### src/rtl/imem_loader_if.sv
// Byte-stream and imem write-port bundle for the instruction-memory loader.
// The loader uses the slave side; the boot/debug source uses the master side.
interface imem_loader_if #(
    parameter int IDX_W = 8
);
    logic             start;
    logic [IDX_W:0]   len_words;
    logic             byte_valid;
    logic [7:0]       byte_data;
    logic             byte_ready;
    logic             we;
    logic [31:0]      waddr;
    logic [31:0]      wdata;
    logic             core_hold;
    logic             busy;
    logic             done;
    logic             err;

    modport master (
        output start, len_words, byte_valid, byte_data,
        input  byte_ready, we, waddr, wdata, core_hold, busy, done, err
    );

    modport slave (
        input  start, len_words, byte_valid, byte_data,
        output byte_ready, we, waddr, wdata, core_hold, busy, done, err
    );
endinterface

### src/rtl/imem_loader.sv
// Loads a program into imem from a byte stream: packs little-endian words and
// writes them at increasing word addresses while holding the core.
//
// state    | meaning
// ---------+--------------------------------------------------------------
// S_IDLE   | waiting for start; illegal lengths set err
// S_LOAD   | accepting bytes of the current word (byte_ready=1)
// S_WRITE  | one-cycle imem write of the assembled word
// S_FINISH | one-cycle done pulse, then release busy/core_hold
module imem_loader #(
    parameter int MEM_DEPTH = 256,
    parameter int IDX_W     = 8,
    parameter bit BOOT_HOLD = 1'b0
) (
    input  logic          clk_i,
    input  logic          rst_ni,
    imem_loader_if.slave  bus
);
    localparam logic [1:0] S_IDLE   = 2'd0;
    localparam logic [1:0] S_LOAD   = 2'd1;
    localparam logic [1:0] S_WRITE  = 2'd2;
    localparam logic [1:0] S_FINISH = 2'd3;

    localparam logic [IDX_W:0] DEPTH = (IDX_W + 1)'(MEM_DEPTH);

    logic [1:0]       state_q, state_d;
    logic [IDX_W:0]   len_q, len_d;
    logic [IDX_W-1:0] idx_q, idx_d;
    logic [1:0]       bcnt_q, bcnt_d;
    logic [23:0]      asm_q, asm_d;
    logic [31:0]      waddr_q, waddr_d;
    logic [31:0]      wdata_q, wdata_d;
    logic             busy_q, busy_d;
    logic             hold_q, hold_d;
    logic             err_q, err_d;

    logic byte_fire;
    logic len_ok;
    logic last_word;

    assign byte_fire = (state_q == S_LOAD) && bus.byte_valid;
    assign len_ok    = (bus.len_words != '0) && (bus.len_words <= DEPTH);
    assign last_word = ({1'b0, idx_q} == (len_q - (IDX_W + 1)'(1)));

    always_comb begin
        state_d = state_q;
        len_d   = len_q;
        idx_d   = idx_q;
        bcnt_d  = bcnt_q;
        asm_d   = asm_q;
        waddr_d = waddr_q;
        wdata_d = wdata_q;
        busy_d  = busy_q;
        hold_d  = hold_q;
        err_d   = err_q;

        case (state_q)
            S_IDLE: begin
                if (bus.start) begin
                    if (len_ok) begin
                        len_d   = bus.len_words;
                        idx_d   = '0;
                        bcnt_d  = '0;
                        err_d   = 1'b0;
                        busy_d  = 1'b1;
                        hold_d  = 1'b1;
                        state_d = S_LOAD;
                    end else begin
                        err_d = 1'b1;
                    end
                end
            end
            S_LOAD: begin
                if (byte_fire) begin
                    bcnt_d = bcnt_q + 2'd1;
                    case (bcnt_q)
                        2'd0: asm_d[7:0]   = bus.byte_data;
                        2'd1: asm_d[15:8]  = bus.byte_data;
                        2'd2: asm_d[23:16] = bus.byte_data;
                        default: begin
                            // wdata/waddr only change here so they stay stable outside WRITE
                            wdata_d = {bus.byte_data, asm_q};
                            waddr_d = 32'({idx_q, 2'b00});
                            state_d = S_WRITE;
                        end
                    endcase
                end
            end
            S_WRITE: begin
                if (last_word) begin
                    state_d = S_FINISH;
                end else begin
                    idx_d   = idx_q + IDX_W'(1);
                    bcnt_d  = '0;
                    state_d = S_LOAD;
                end
            end
            S_FINISH: begin
                busy_d  = 1'b0;
                hold_d  = 1'b0;
                state_d = S_IDLE;
            end
            default: state_d = S_IDLE;
        endcase
    end

    always_ff @(posedge clk_i) begin
        if (!rst_ni) begin
            state_q <= S_IDLE;
            len_q   <= '0;
            idx_q   <= '0;
            bcnt_q  <= '0;
            asm_q   <= '0;
            waddr_q <= '0;
            wdata_q <= '0;
            busy_q  <= 1'b0;
            hold_q  <= BOOT_HOLD;
            err_q   <= 1'b0;
        end else begin
            state_q <= state_d;
            len_q   <= len_d;
            idx_q   <= idx_d;
            bcnt_q  <= bcnt_d;
            asm_q   <= asm_d;
            waddr_q <= waddr_d;
            wdata_q <= wdata_d;
            busy_q  <= busy_d;
            hold_q  <= hold_d;
            err_q   <= err_d;
        end
    end

    assign bus.byte_ready = (state_q == S_LOAD);
    assign bus.we         = (state_q == S_WRITE);
    assign bus.done       = (state_q == S_FINISH);
    assign bus.waddr      = waddr_q;
    assign bus.wdata      = wdata_q;
    assign bus.busy       = busy_q;
    assign bus.core_hold  = hold_q;
    assign bus.err        = err_q;
endmodule
### src/flat_wrapper.sv
// flat-port wrapper written by rule: the top's interface ports become plain ports
module imem_loader_flat 
#(
    parameter int MEM_DEPTH = 256,
    parameter int IDX_W     = 8,
    parameter bit BOOT_HOLD = 1'b0
)
  (clk_i, rst_ni, bus_start, bus_len_words, bus_byte_valid, bus_byte_data, bus_byte_ready, bus_we, bus_waddr, bus_wdata, bus_core_hold, bus_busy, bus_done, bus_err);
  imem_loader_if #(.IDX_W(IDX_W)) bus_i ();
  input  logic clk_i;
  input  logic rst_ni;
  input wire logic [$bits(bus_i.start)-1:0] bus_start;
  input wire logic [$bits(bus_i.len_words)-1:0] bus_len_words;
  input wire logic [$bits(bus_i.byte_valid)-1:0] bus_byte_valid;
  input wire logic [$bits(bus_i.byte_data)-1:0] bus_byte_data;
  output wire logic [$bits(bus_i.byte_ready)-1:0] bus_byte_ready;
  output wire logic [$bits(bus_i.we)-1:0] bus_we;
  output wire logic [$bits(bus_i.waddr)-1:0] bus_waddr;
  output wire logic [$bits(bus_i.wdata)-1:0] bus_wdata;
  output wire logic [$bits(bus_i.core_hold)-1:0] bus_core_hold;
  output wire logic [$bits(bus_i.busy)-1:0] bus_busy;
  output wire logic [$bits(bus_i.done)-1:0] bus_done;
  output wire logic [$bits(bus_i.err)-1:0] bus_err;
  assign bus_i.start = bus_start;
  assign bus_i.len_words = bus_len_words;
  assign bus_i.byte_valid = bus_byte_valid;
  assign bus_i.byte_data = bus_byte_data;
  assign bus_byte_ready = bus_i.byte_ready;
  assign bus_we = bus_i.we;
  assign bus_waddr = bus_i.waddr;
  assign bus_wdata = bus_i.wdata;
  assign bus_core_hold = bus_i.core_hold;
  assign bus_busy = bus_i.busy;
  assign bus_done = bus_i.done;
  assign bus_err = bus_i.err;
  imem_loader #(.MEM_DEPTH(MEM_DEPTH), .IDX_W(IDX_W), .BOOT_HOLD(BOOT_HOLD)) u_core (.clk_i(clk_i), .rst_ni(rst_ni), .bus(bus_i));
endmodule
### config.mk
export PLATFORM = sky130hd
export DESIGN_NAME = imem_loader_flat
export DESIGN_NICKNAME = d
export VERILOG_FILES = /design/src/rtl/imem_loader_if.sv /design/src/rtl/imem_loader.sv /design/src/flat_wrapper.sv
export SDC_FILE = /design/constraint.sdc
export NUM_CORES = 1
export LEC_CHECK = 0
export BUFFER_PORTS_ARGS = -buffer_cell sky130_fd_sc_hd__buf_2
export CORE_ASPECT_RATIO = 0.8
export CORE_UTILIZATION = 40
export CTS_CLUSTER_DIAMETER = 200
export DETAILED_ROUTE_END_ITERATION = 12
export PLACE_DENSITY = 0.67
export REMOVE_ABC_BUFFERS = 1
export SETUP_SLACK_MARGIN = 0.15
export SYNTH_ARGS = -nofsm -noshare
export SYNTH_HDL_FRONTEND = slang
export SYNTH_SLANG_ARGS = --single-unit
### constraint.sdc
create_clock -name clk_i -period 4.5 [get_ports clk_i]
set_clock_uncertainty 0.05 [all_clocks]
set_input_delay 0 -clock clk_i [delete_from_list [all_inputs] [get_ports clk_i]]
set_output_delay 0 -clock clk_i [all_outputs]
set_load 0.01 [all_outputs]
==> results.toml <==
[route]
wirelength_mm = 9.120
vias = 3347
drt_first_pass_iters = 4
viasPerCell = 4.844
wl_per_cell_um = 13.20
drc_errors = 0
drt_iter0_drc = 139
ant_nets = 0

[timing]
finalCriticalPeriod_ns = 2.537
setup_tns_ns = 0
worst_slew_pin_slew_ns = 0.7742
fin_crit_sh_pct = 56.39
hold_viol = 0
drv_slew = 0
rsz0062_at_grt = "false"
max_clock_freq_ghz = 0.3941
report.final.setup_viol = 0
setup_slack_ns = 1.963
slew_headroom_pct = 48.39

[hold_path]
holdPathEnd = "u_core.bcnt_q[1]"
hold_start = "rst_ni"
min_path_type = "primary input to register"
min_path_cells = 3

[global_route]
grt_pass1_vias = 3163
grt_pass1_wl_mm = 15.17
track_usage_pct = 18.49
antenna_found_initial = 0
gr-total-overflow = 0
grt_max_degree = 38

[setup_path]
crit_required_ns = 4.68
crit_path_max_fanout = 10
endpoint_kind = "register"
cp_cell_sequence = "inv_1, ha_1, nand2b_1, a311o_1, a21oi_1, a31oi_4, nand4_1, mux2_4"
reg2reg_depth = 8
cpPeakStageDelay_ns = 0.46
cp_data_arrival_time_ns = 2.71
reg2reg_slack_ns = 1.96
worst_path_max_delay_cell = "dfxtp_1"
crit_path_start_kind = "register"
r2r_end = "u_core.idx_q[7]"
crit_type = "register to register"
reg2reg_from = "u_core.len_q[0]"

[clock_tree]
htreeDepth = 3
cts_buffers = 9
cts_tree = "built"
cts_setup_buffers = 0
ctsResizeCount = 0
cts_buffer_depth = 2
cts_num_sinks = 87
cts-root-buf = "clkbuf_16"
insertion_delay_ns = 0.33
clkSlewWorstSetupHoldPaths_ns = 0.07

[die]
dieHeight_um = 91.54
ios = 91
die-area_sq_um = 10430
core_sq_um = 9689
die_x_um = 113.9
start_util_pct = 41.37
rows = 32

[placed_design]
placed_cells = 657
dp_slack_ns = 2.014
dpl.hpwl_mm = 6.270
gp_congestion = 0.8659
port_buffers = 66

[logic_synthesis]
yosys_warnings = 0
yosysMostFrequentCell = "nand2_1"
syn_inst = 480
synthDominantCellAreaShare_pct = 43.45
ys_seq_area_share_pct = 43.45
yosys.area.top_type = "dfxtp_1"
synth_edf_count = 0
avgSynthCellArea_sq_um = 8.352
syn_area_sq_um = 4009
synth-async-reset-ratio_pct = 0
synth_ff_type = "dfxtp_1"
ys_ff_latch = 87
ys_top_cells_by_area = "dfxtp_1 (43%), nand2_1 (13%), a21boi_0 (6.9%)"
yosys-top-cells-count = "nand2_1 (138), dfxtp_1 (87), a21boi_0 (37)"
ys_types = 50

[final_layout]
layout-drive-gt1-share_pct = 17.84
num-fill-cells = 977
fin_cells = 691
final_nets = 577
diodes = 0
syn_to_final_growth_pct = 19.16

[run]
maxCapViolations = 0

[power]
power_leakage_uw = 0.001968
max-vdd-ir-drop_uv = 201.4
powerDensity_nw_per_um2 = 342.8

[run_status]
status = "complete, no violations"
-- metal layers --
metal	GRT usage [%]	vias to the layer above	share of wire, %
met4	6.385	0	0.59
met1	23.59	1567	48
li1	-	1687	-
met3	4.272	4	4.3
met5	0	-	0
met2	30.51	89	47
-- registers in the layout, indices dropped and copies added (netlist names) --
| signal | cells |
|---|---|
| u_core.asm_q | 24 |
| u_core.bcnt_q | 2 |
| u_core.bus.busy | 1 |
| u_core.bus.err | 1 |
| u_core.bus.waddr | 8 |
| u_core.bus.wdata | 32 |
| u_core.idx_q | 8 |
| u_core.len_q | 9 |
| u_core.state_q | 2 |
-- per-stage QoR --
stage	cell area [sq um]	total power (uW)	util (%)	hold WS [ns]
after global routing	4777	1700	49.30	0.1062
after detailed placement	4314	936.0	44.52	0.2248
after CTS	4777	1657	49.30	0.06722
after floorplan	3791	893.4	-	0.07817
final	4777	1637	49.30	0.08050
after global placement	4314	931.9	44.52	0.2034
-- cells by family (layout without fill, tap and decap cells) --
logic type | after synthesis | in the layout | share of synthesized area, %
compound gates | 93 | 93 | 16.20
xor+xnor | 10 | 10 | 2.185
fa+ha+maj | 6 | 6 | 1.873
buf+inv | 60 | 112 | 8.427
flops | 87 | 87 | 43.45
mux | 13 | 13 | 3.683
other cells | 1 | 24 | 0.09354
simple gates | 210 | 210 | 24.10
-- critical path, delay by kind of cell (launching register included) --
kind / cells / cell delay (ns)
fa+ha+maj: 1 / 0.31
simple gates: 2 / 0.37
mux: 1 / 0.30
compound gates: 3 / 0.86
flops: 1 / 0.46
buf+inv: 1 / 0.09
-- placed cells by master (no fill, tap or decap), types with 9 or more instances in the layout --
cell type      count
a21boi_0          37
a21oi_1           31
buf_2             66
clkbuf_16          9
conb_1            24
dfxtp_1           87
dlygate4sd3_1     18
mux2i_1           11
nand2_1          138
nand3_1           10
nor2_1            15
nor2b_1           11
-- where the power goes --
group / leakage, uW / internal (uW) / switching [uW]
Clock: 0.000139 / 392 / 314
Sequential: 0.000703 / 780 / 11.8
Combinational: 0.00113 / 59.9 / 80.0
Total: 0.00197 / 1230 / 405
-- area by class of cell --
| class | instances | area [sq um] | area share [%] |
|---|---|---|---|
| Tap cell | 136 | 170.2 | 3.562 |
| Multi-Input combinational cell | 356 | 2016 | 42.19 |
| Sequential cell | 87 | 1742 | 36.46 |
| Inverter | 9 | 33.78 | 0.7072 |
| Clock buffer | 10 | 239.0 | 5.003 |
| Clock inverter | 6 | 43.79 | 0.9167 |
| Timing Repair Buffer | 87 | 533.0 | 11.16 |
-- repair_timing --
item / 4_1_cts / 5_1_grt
hold buffers: 18 / 0
endpoints found under the setup margin: 0 / 0
hold endpoints to repair: 42 / 0
-- worst max path at each step --
stage	cells after the start	startpoint	end	slack [ns]
after global routing	8	u_core.len_q[0]	u_core.idx_q[7]	1.87
after global placement	8	u_core.len_q[0]	u_core.idx_q[7]	2.13
after floorplan	8	u_core.len_q[0]	u_core.idx_q[7]	2.23
after CTS	8	u_core.len_q[0]	u_core.idx_q[7]	2.01
after detailed placement	8	u_core.len_q[0]	u_core.idx_q[7]	2.01
final	8	u_core.len_q[0]	u_core.idx_q[7]	1.96
No activity file was read; power rests on OpenSTA's default activity.
